--- src/rtl/ethernet_header_extractor.sv ---
// Receive-path header stripper: captures the first HEADER_BYTES of each AXI-Stream frame
// into a wide register and forwards the remaining payload realigned to lane 0.
module ethernet_header_extractor #(
    parameter int unsigned DATA_BYTES   = 8,
    parameter int unsigned HEADER_BYTES = 42
) (
    input  logic                      i_clk,
    input  logic                      i_reset_n,
    input  logic                      i_rx_axis_tvalid,
    input  logic [DATA_BYTES*8-1:0]   i_rx_axis_tdata,
    input  logic [DATA_BYTES-1:0]     i_rx_axis_tkeep,
    input  logic                      i_rx_axis_tlast,
    output logic                      o_rx_axis_tready,
    output logic [HEADER_BYTES*8-1:0] o_header,
    output logic                      o_header_valid,
    output logic                      o_header_err,
    output logic                      o_pl_tvalid,
    output logic [DATA_BYTES*8-1:0]   o_pl_tdata,
    output logic [DATA_BYTES-1:0]     o_pl_tkeep,
    output logic                      o_pl_tlast,
    input  logic                      i_pl_tready
);

    localparam int unsigned DW        = DATA_BYTES * 8;
    localparam int unsigned HW        = HEADER_BYTES * 8;
    localparam int unsigned OFF       = HEADER_BYTES % DATA_BYTES;
    localparam int unsigned HDR_BEATS = (HEADER_BYTES + DATA_BYTES - 1) / DATA_BYTES;
    localparam int unsigned NEED      = (OFF == 0) ? DATA_BYTES : OFF;
    localparam int unsigned CW        = (HDR_BEATS > 1) ? $clog2(HDR_BEATS) : 1;
    localparam int unsigned KW        = $clog2(DATA_BYTES + 1);

    typedef enum logic [1:0] {
        ST_HEADER  = 2'd0,
        ST_PAYLOAD = 2'd1,
        ST_FLUSH   = 2'd2
    } state_e;

    function automatic logic [KW-1:0] keep_count(input logic [DATA_BYTES-1:0] keep);
        logic [KW-1:0] n;
        n = '0;
        for (int i = 0; i < DATA_BYTES; i++) n = n + KW'(keep[i]);
        return n;
    endfunction

    function automatic logic [DATA_BYTES-1:0] keep_mask(input logic [KW-1:0] n);
        logic [DATA_BYTES-1:0] m;
        for (int i = 0; i < DATA_BYTES; i++) m[i] = (KW'(i) < n);
        return m;
    endfunction

    function automatic logic [DW-1:0] lane_mask(input logic [DATA_BYTES-1:0] keep);
        logic [DW-1:0] m;
        for (int i = 0; i < DATA_BYTES; i++) m[i*8 +: 8] = {8{keep[i]}};
        return m;
    endfunction

    // Lane 0 (first on wire) becomes the most significant byte.
    function automatic logic [DW-1:0] byte_rev(input logic [DW-1:0] d);
        logic [DW-1:0] r;
        for (int i = 0; i < DATA_BYTES; i++) r[(DATA_BYTES-1-i)*8 +: 8] = d[i*8 +: 8];
        return r;
    endfunction

    state_e              state_q, state_d;
    logic [CW-1:0]       cnt_q, cnt_d;
    logic [HW-1:0]       hdr_sr_q, hdr_sr_d;
    logic [HW-1:0]       header_q, header_d;
    logic                hdr_vld_q, hdr_vld_d;
    logic                hdr_err_q, hdr_err_d;
    logic [DW-1:0]       rsd_q, rsd_d;
    logic [KW-1:0]       rsd_cnt_q, rsd_cnt_d;
    logic                pl_vld_q, pl_vld_d;
    logic [DW-1:0]       pl_data_q, pl_data_d;
    logic [DATA_BYTES-1:0] pl_keep_q, pl_keep_d;
    logic                pl_last_q, pl_last_d;
    logic                run_q;

    logic                in_xfer;
    logic                out_free;
    logic                is_close;
    logic [KW-1:0]       in_cnt;
    logic [HW+DW-1:0]    hdr_ext;
    logic [HW-1:0]       hdr_shift;
    logic [HW-1:0]       hdr_full;
    logic [2*DW-1:0]     mrg;
    logic [DW-1:0]       pl_cat;
    logic                em;
    logic                em_last;
    logic [KW-1:0]       em_cnt;
    logic [DW-1:0]       em_data;
    logic [DATA_BYTES-1:0] em_keep;

    // run_q holds tready low while in reset.
    assign o_rx_axis_tready = run_q & ((state_q == ST_HEADER) |
                                       ((state_q == ST_PAYLOAD) & out_free));
    assign in_xfer  = i_rx_axis_tvalid & o_rx_axis_tready;
    assign out_free = ~pl_vld_q | i_pl_tready;
    assign is_close = (cnt_q == CW'(HDR_BEATS - 1));
    assign in_cnt   = keep_count(i_rx_axis_tkeep);

    assign hdr_ext   = {hdr_sr_q, byte_rev(i_rx_axis_tdata)};
    assign hdr_shift = HW'(hdr_ext);
    assign hdr_full  = HW'(hdr_ext >> ((DATA_BYTES - NEED) * 8));

    // rsd_q holds the previous raw beat; its lanes OFF.. are the residual bytes.
    assign mrg    = {i_rx_axis_tdata, rsd_q};
    assign pl_cat = DW'(mrg >> (OFF * 8));

    always_comb begin
        state_d   = state_q;
        cnt_d     = cnt_q;
        hdr_sr_d  = hdr_sr_q;
        header_d  = header_q;
        hdr_vld_d = 1'b0;
        hdr_err_d = 1'b0;
        rsd_d     = rsd_q;
        rsd_cnt_d = rsd_cnt_q;
        pl_vld_d  = pl_vld_q & ~i_pl_tready;
        pl_data_d = pl_data_q;
        pl_keep_d = pl_keep_q;
        pl_last_d = pl_last_q;
        em        = 1'b0;
        em_last   = 1'b0;
        em_cnt    = '0;
        em_data   = '0;

        unique case (state_q)
            ST_HEADER: begin
                if (in_xfer) begin
                    if (!is_close) begin
                        if (i_rx_axis_tlast) begin
                            hdr_err_d = 1'b1;
                            cnt_d     = '0;
                        end else begin
                            hdr_sr_d = hdr_shift;
                            cnt_d    = cnt_q + CW'(1);
                        end
                    end else begin
                        cnt_d = '0;
                        if (in_cnt < KW'(NEED)) begin
                            hdr_err_d = 1'b1;
                        end else begin
                            header_d  = hdr_full;
                            hdr_vld_d = 1'b1;
                            rsd_d     = i_rx_axis_tdata;
                            if (!i_rx_axis_tlast) begin
                                state_d   = ST_PAYLOAD;
                                rsd_cnt_d = KW'(DATA_BYTES - OFF);
                            end else if (in_cnt > KW'(NEED)) begin
                                state_d   = ST_FLUSH;
                                rsd_cnt_d = in_cnt - KW'(OFF);
                            end
                        end
                    end
                end
            end
            ST_PAYLOAD: begin
                if (in_xfer) begin
                    em = 1'b1;
                    if (OFF == 0) begin
                        em_data = i_rx_axis_tdata;
                        em_cnt  = in_cnt;
                        em_last = i_rx_axis_tlast;
                        if (i_rx_axis_tlast) state_d = ST_HEADER;
                    end else begin
                        rsd_d   = i_rx_axis_tdata;
                        em_data = pl_cat;
                        em_cnt  = KW'(DATA_BYTES);
                        if (!i_rx_axis_tlast) begin
                            rsd_cnt_d = KW'(DATA_BYTES - OFF);
                        end else if (in_cnt <= KW'(OFF)) begin
                            em_cnt  = KW'(DATA_BYTES - OFF) + in_cnt;
                            em_last = 1'b1;
                            state_d = ST_HEADER;
                        end else begin
                            rsd_cnt_d = in_cnt - KW'(OFF);
                            state_d   = ST_FLUSH;
                        end
                    end
                end
            end
            ST_FLUSH: begin
                if (out_free) begin
                    em      = 1'b1;
                    em_data = pl_cat;
                    em_cnt  = rsd_cnt_q;
                    em_last = 1'b1;
                    state_d = ST_HEADER;
                end
            end
            default: state_d = ST_HEADER;
        endcase

        em_keep = keep_mask(em_cnt);
        if (em) begin
            pl_vld_d  = 1'b1;
            pl_keep_d = em_keep;
            pl_data_d = em_data & lane_mask(em_keep);
            pl_last_d = em_last;
        end
    end

    always_ff @(posedge i_clk or negedge i_reset_n) begin
        if (!i_reset_n) begin
            state_q   <= ST_HEADER;
            cnt_q     <= '0;
            hdr_sr_q  <= '0;
            header_q  <= '0;
            hdr_vld_q <= 1'b0;
            hdr_err_q <= 1'b0;
            rsd_q     <= '0;
            rsd_cnt_q <= '0;
            pl_vld_q  <= 1'b0;
            pl_data_q <= '0;
            pl_keep_q <= '0;
            pl_last_q <= 1'b0;
            run_q     <= 1'b0;
        end else begin
            state_q   <= state_d;
            cnt_q     <= cnt_d;
            hdr_sr_q  <= hdr_sr_d;
            header_q  <= header_d;
            hdr_vld_q <= hdr_vld_d;
            hdr_err_q <= hdr_err_d;
            rsd_q     <= rsd_d;
            rsd_cnt_q <= rsd_cnt_d;
            pl_vld_q  <= pl_vld_d;
            pl_data_q <= pl_data_d;
            pl_keep_q <= pl_keep_d;
            pl_last_q <= pl_last_d;
            run_q     <= 1'b1;
        end
    end

    assign o_header       = header_q;
    assign o_header_valid = hdr_vld_q;
    assign o_header_err   = hdr_err_q;
    assign o_pl_tvalid    = pl_vld_q;
    assign o_pl_tdata     = pl_data_q;
    assign o_pl_tkeep     = pl_keep_q;
    assign o_pl_tlast     = pl_last_q;

endmodule

--- config.mk ---
export PLATFORM = sky130hd
export DESIGN_NAME = ethernet_header_extractor
export DESIGN_NICKNAME = d
export VERILOG_FILES = /design/src/rtl/ethernet_header_extractor.sv
export SDC_FILE = /design/constraint.sdc
export NUM_CORES = 1
export LEC_CHECK = 0
export BUFFER_PORTS_ARGS = -buffer_cell sky130_fd_sc_hd__buf_2
export CORE_AREA = 2 2 237 239
export CTS_BUF_LIST = sky130_fd_sc_hd__clkbuf_8
export DETAILED_ROUTE_END_ITERATION = 12
export DIE_AREA = 0 0 239 241
export PLACE_DENSITY = 0.78
export SLEW_MARGIN = 20
export SYNTH_ARGS = -nofsm -noshare
export SYNTH_HDL_FRONTEND = slang
export SYNTH_SLANG_ARGS = --single-unit
export TNS_END_PERCENT = 20
--- constraint.sdc ---
create_clock -name i_clk -period 4.1 [get_ports i_clk]
set_input_delay 0.205 -clock i_clk [delete_from_list [all_inputs] [get_ports i_clk]]
set_output_delay 0.205 -clock i_clk [all_outputs]
set_load 0.1 [all_outputs]
==> out/summary.txt, run 1 <==
Fin. Hold Viols: 0
Post-synth top flop: dfrtp_1
Worst skew pair latency: 0.71 ns
Starting DRT DRC Count: 1,729
Yosys top cell by area: dfrtp_1
Flops & latches, synth: 790
Placed instance area: 33,600 um^2
Post-Route Skew: 0.0375 ns
Initial Utilization: 54.8%
Final Max Tran Viols: 0
Final net count: 3,289
Max-slew headroom: 39.2%
Overflow after GRT: 0
Post-CTS setup repair buffer count: 0
Total global routing track utilization: 27.6%
Crit. End Element: register
Final hold slack: 0.0829 ns
Synthesized net count: 2,679
Iteration count of the initial detailed-routing pass: 7
Max-cap violations: 0
Buffers on Ports: 489
Period utilization: 90.7%
Path type of the worst min-delay path: input port to register
Die X-Extent: 239 um
Reg2reg setup slack: 1.35 ns
Ys Warns: 0
Avg WL per Cell: 19.7 um
H-tree levels: 3
Mapped Area: 30,100 um^2
Vias in the first global route: 21,751
GPL Wtd Cong: 0.903
Antenna-violating nets left: 0
Req. time, crit path: 4.64 ns
Detail Placement HPWL: 53.4 mm
# resized after CTS: 0
CTS Buf Count: 121
Status: finished clean
Post-synth EDFFs: 0
Crit start category: input port
CP most frequent cell: fa_1
Total negative slack: 0 ns
Share of layout cells above drive strength 1: 33.6%
Worst VDD drop: 907 uV
Largest stage delay, worst path: 0.58 ns
Register area share after synthesis: 65.7%
Area grow syn2layout: 22.5%
Vias/cell: 5.32
First-pass GRT wire length: 123 mm
Clock buffer depth: 3
List of most frequent post-synthesis cells: nand2_1 (1,079), dfrtp_1 (790), mux2_2 (346)
Yosys top cell area share: 65.7%
DRC: 0
Fin area: 36,900 um^2
Die area: 57,600 um^2
Distinct cells, synth: 53
Final setup viols: 0
CP max-delay cell: fa_1
Antenna violations before repair: 2
Clock root cell: clkbuf_8
Ys async rst share: 100%
Clk slew on worst S/H paths: 0.07 ns
Cell Count Post-Placement: 3,713
Via Count: 21,297
Highest clock rate: 0.269 GHz
Crit path kind: input port to register
Tmin final: 3.72 ns
Routed wire length: 79.1 mm
Syn Inst Count: 2,589
Static Leak: 0.0207 uW
Slew @ Worst Pin: 0.913 ns
Largest net degree at the start of global routing: 186
Worst-path fanout max: 8
RSZ-0062 raised after global routing: no
Top cells by area, synth: dfrtp_1 (66%), nand2_1 (13%), mux2_2 (13%)
CTS Hold Bufs: 67
# IOs: 490
Cell Rows: 86
Die Ht: 241 um
CP cell instances: buf_2 -> fa_1 -> inv_1 -> fa_1 -> fa_1 -> inv_1 -> ha_1 -> fa_1 -> inv_1 -> ha_1 -> nand2_1 -> a2111oi_0 -> o22a_1 -> buf_4 -> a2bb2oi_4 -> o21ai_0
Core area: 54,900 um^2
Syn Area/Cell: 11.6 um^2
Final Core Density: 67.2%
Hold path cells: 3
CTS tree: yes
Final instance count without filler cells: 4,005
CTS sink cnt: 790
Reg2reg path depth: 8
Critical Path AT: 4.26 ns
PwrDens: 688 nW/um^2
Most common cell in the netlist: nand2_1
metal layers:
metal	track usage [%]	part of all wire, %	vias to the layer above
met3	5.51	6.6	173
met5	0	0.014	-
met4	12.7	4.1	2
met1	38.8	43	10667
met2	41.9	46	835
li1	-	-	9620
placed cells by master, fill, tap and decap left out, types with 18 or more instances in the layout:
| cell | n |
|---|---|
| dlygate4sd3_1 | 67 |
| o21ai_0 | 52 |
| nand2_1 | 1079 |
| buf_2 | 488 |
| buf_4 | 42 |
| inv_1 | 56 |
| clkbuf_8 | 169 |
| mux2_2 | 346 |
| a21oi_1 | 18 |
| dfrtp_1 | 790 |
| clkinv_2 | 23 |
| buf_12 | 23 |
| mux2_1 | 32 |
state kept, by name (all words and copies together), names as in the netlist, 2 cells and up:
name,count
rsd_q,48
hdr_sr_q,320
state_q,2
o_header,336
o_pl_tkeep,8
cnt_q,3
o_pl_tdata,64
rsd_cnt_q,4
final cells by class:
cell class              count  area (um^2)
diodes                      1         2.50
clock buffers             169         2330
clock inverters            55          312
fillers                  3958        18000
inverters                  29          109
multi-input cells        1636         9570
flip-flops and latches    790        19800
well taps                 704          881
repair buffers            621         3900
path summary, 6_finish.rpt:
| path | startpoint | end |
|---|---|---|
| max in group asynchronous | i_reset_n | o_header[121]$_DFFE_PN0P_ |
| worst max register to register | state_q[0]$_DFFE_PN0P_ | o_pl_tdata[41]$_DFFE_PN0P_ |
| worst min-delay path | i_rx_axis_tvalid | o_header_err$_DFF_PN0_ |
| worst min register to register | hdr_sr_q[314]$_DFFE_PN0P_ | hdr_sr_q[314]$_DFFE_PN0P_ |
| worst max-delay path | i_rx_axis_tkeep[0] | o_pl_tdata[23]$_DFFE_PN0P_ |
| min in group asynchronous | i_reset_n | o_pl_tdata[32]$_DFFE_PN0P_ |
power breakdown:
group	internal (uW)	switching, uW
logic	1730	5380
registers	9800	1650
clock network	3780	3030
per-stage QoR:
step / setup WS [ns] / power, uW
2_1_floorplan: 0.0119 / 16300
3_3_place_gp: -0.278 / 18200
3_5_place_dp: -0.287 / 18500
4_1_cts: 0.466 / 25400
5_1_grt: 0.273 / 26600
6_report: 0.380 / 25400
cells by family after synthesis:
group                    Yosys count  share of synthesized area [%]
AO/OA/AOI/OAI                    115                           2.48
adder cells (fa/ha/maj)           13                          0.640
XOR/XNOR                           2                         0.0582
buffers and inverters            163                           2.65
flip-flops                       790                           65.7
other                              1                         0.0125
AND/OR/NAND/NOR                 1125                           14.3
multiplexers                     380                           14.2
critical path: cells and delay by family:
kind	cells	cell delay [ns]
simple gates	1	0.05
fa+ha+maj	6	2.54
buf+inv	5	0.42
compound gates	4	1.04
(Power assumes the default switching activity.)
==> run 2, diff against run 1 <==
--- a/config.mk
+++ b/config.mk
@@ -6,11 +6,11 @@
 export NUM_CORES = 1
 export LEC_CHECK = 0
 export BUFFER_PORTS_ARGS = -buffer_cell sky130_fd_sc_hd__buf_2
-export CORE_AREA = 2 2 237 239
+export CORE_AREA = 2 2 262 264
 export CTS_BUF_LIST = sky130_fd_sc_hd__clkbuf_8
 export DETAILED_ROUTE_END_ITERATION = 12
-export DIE_AREA = 0 0 239 241
-export PLACE_DENSITY = 0.78
+export DIE_AREA = 0 0 264 266
+export PLACE_DENSITY = 0.74
 export SLEW_MARGIN = 20
 export SYNTH_ARGS = -nofsm -noshare
 export SYNTH_HDL_FRONTEND = slang
==> out/summary.txt, run 2 (synthesized netlist as in run 1, its figures left out) <==
H-tree levels: 4 (was 3)
Buffers on Ports: 489 (unchanged)
Die area: 70,200 um^2 (was 57,600 um^2)
Commonest non-fill, non-tap cell in the layout: nand2_1 (unchanged)
Core area: 67,700 um^2 (was 54,900 um^2)
Overflow after GRT: 0 (unchanged)
Total negative slack: 0 ns (unchanged)
CP most frequent cell: fa_1 (unchanged)
Share of layout cells above drive strength 1: 33.2% (was 33.6%)
Fin worst setup slack: 0.482 ns (was 0.380 ns)
CP max-delay cell: fa_1 (unchanged)
Worst skew pair latency: 0.77 ns (was 0.71 ns)
Post-Route Skew: 0.0387 ns (was 0.0375 ns)
Crit. End Element: register (unchanged)
Clk slew on worst S/H paths: 0.06 ns (was 0.07 ns)
PwrDens: 679 nW/um^2 (was 688 nW/um^2)
# IOs: 490 (unchanged)
Starting DRT DRC Count: 1,627 (was 1,729)
Final hold slack: 0.0567 ns (was 0.0829 ns)
Iteration count of the initial detailed-routing pass: 5 (was 7)
CTS Buf Count: 132 (was 121)
Vias/cell: 5.01 (was 5.32)
CTS tree: yes (unchanged)
Antenna-violating nets left: 0 (unchanged)
GPL Wtd Cong: 0.857 (was 0.903)
Req. time, crit path: 4.73 ns (was 4.64 ns)
Crit path kind: input port to register (unchanged)
DRC: 0 (unchanged)
First-pass GRT wire length: 124 mm (was 123 mm)
CP cell instances: buf_2 -> fa_1 -> inv_1 -> fa_1 -> fa_1 -> inv_1 -> ha_1 -> fa_1 -> inv_1 -> ha_1 -> nand2_1 -> a2111oi_0 -> o22a_1 -> buf_4 -> a2bb2oi_4 -> o21ai_0 (unchanged)
Final Core Density: 54.8% (was 67.2%)
Die X-Extent: 264 um (was 239 um)
CTS sink cnt: 790 (unchanged)
Max-cap violations: 0 (unchanged)
Detail Placement HPWL: 54.3 mm (was 53.4 mm)
Initial Utilization: 44.4% (was 54.8%)
Crit start category: input port (unchanged)
Status: finished clean (unchanged)
Highest clock rate: 0.276 GHz (was 0.269 GHz)
Worst VDD drop: 577 uV (was 907 uV)
Cell Rows: 96 (was 86)
Avg WL per Cell: 19.0 um (was 19.7 um)
Period utilization: 88.2% (was 90.7%)
Fin. Hold Viols: 0 (unchanged)
Path type of the worst min-delay path: input port to async pin (was input port to register)
Largest net degree at the start of global routing: 174 (was 186)
Routed wire length: 79.9 mm (was 79.1 mm)
Final net count: 3,311 (was 3,289)
Total global routing track utilization: 22.8% (was 27.6%)
Most frequent cells in the layout: nand2_1 (1,079), dfrtp_1 (790), buf_2 (488) (unchanged)
Area grow syn2layout: 23.4% (was 22.5%)
# resized after CTS: 0 (unchanged)
Tmin final: 3.62 ns (was 3.72 ns)
Final setup viols: 0 (unchanged)
Total power: 25,200 uW (was 25,400 uW)
Slew @ Worst Pin: 0.878 ns (was 0.913 ns)
Worst-path fanout max: 8 (unchanged)
Largest stage delay, worst path: 0.60 ns (was 0.58 ns)
Die Ht: 266 um (was 241 um)
Clock buffer depth: 3 (unchanged)
Fillers: 5,657 (was 3,958)
Via Count: 21,030 (was 21,297)
Clock root cell: clkbuf_8 (unchanged)
RSZ-0062 raised after global routing: no (unchanged)
Vias in the first global route: 21,407 (was 21,751)
Antenna violations before repair: 6 (was 2)
Static Leak: 0.0208 uW (was 0.0207 uW)
Critical Path AT: 4.25 ns (was 4.26 ns)
Pre-CTS setup slack: -0.280 ns (was -0.287 ns)
Max-slew headroom: 41.4% (was 39.2%)
Final Max Tran Viols: 0 (unchanged)
Number of flip-flops in the largest register: 336 (unchanged)
run 2: area by class of cell:
cell class | count | area (um^2) | share of cell area (%)
multi-input cells | 1636 | 9570 | 25.8
well taps | 882 | 1100 | 2.97
clock buffers | 161 | 2220 | 5.96
diodes | 6 | 15.0 | 0.0404
inverters | 29 | 109 | 0.293
clock inverters | 64 | 348 | 0.936
repair buffers | 632 | 4020 | 10.8
flip-flops and latches | 790 | 19800 | 53.2
run 2: metrics by stage:
step / std cells / area (um^2)
final: 4200 / 37200
after global routing: 4199 / 37100
after CTS: 4194 / 37100
after detailed placement: 3900 / 33900
after global placement: 3900 / 33900
after floorplan: 2589 / 30100
run 2: per-layer routing:
layer	GRT usage [%]	part of all wire (%)
met1	32.0	45
met2	34.0	45
met3	5.11	5.4
met4	10.6	4.3
met5	0	0
run 2: report_power, final:
group          switching [uW]  total, uW  internal, uW
registers                1570      11400          9810
logic                    5370       7130          1750
clock network            3080       6740          3660
total                   10000      25200         15200
run 2: worst paths after layout:
path	from	cells after the start	end	slack [ns]
max reg2reg	state_q[0]$_DFFE_PN0P_	8	hdr_sr_q[128]$_DFFE_PN0P_	1.23
min reg2reg	hdr_sr_q[243]$_DFFE_PN0P_	2	hdr_sr_q[307]$_DFFE_PN0P_	0.47
min	i_reset_n	2	o_pl_tdata[32]$_DFFE_PN0P_	0.06
min in group i_clk	i_rx_axis_tdata[39]	4	hdr_sr_q[31]$_DFFE_PN0P_	0.19
max in group asynchronous	i_reset_n	3	o_pl_tdata[4]$_DFFE_PN0P_	2.84
max	i_rx_axis_tkeep[0]	16	o_pl_tdata[16]$_DFFE_PN0P_	0.48
run 2: repair_timing:
item / in CTS / in global routing
endpoints found under the setup margin: 0 / 0
hold endpoints to repair: 233 / 0
hold buffers: 69 / 0
buffers inserted: 0 / 0
run 2: worst max-delay path: cells and delay by family:
family,cells,cell delay (ns)
AND/OR/NAND/NOR,1,0.05
adder cells (fa/ha/maj),6,2.57
AO/OA/AOI/OAI,4,0.96
buffers and inverters,5,0.44
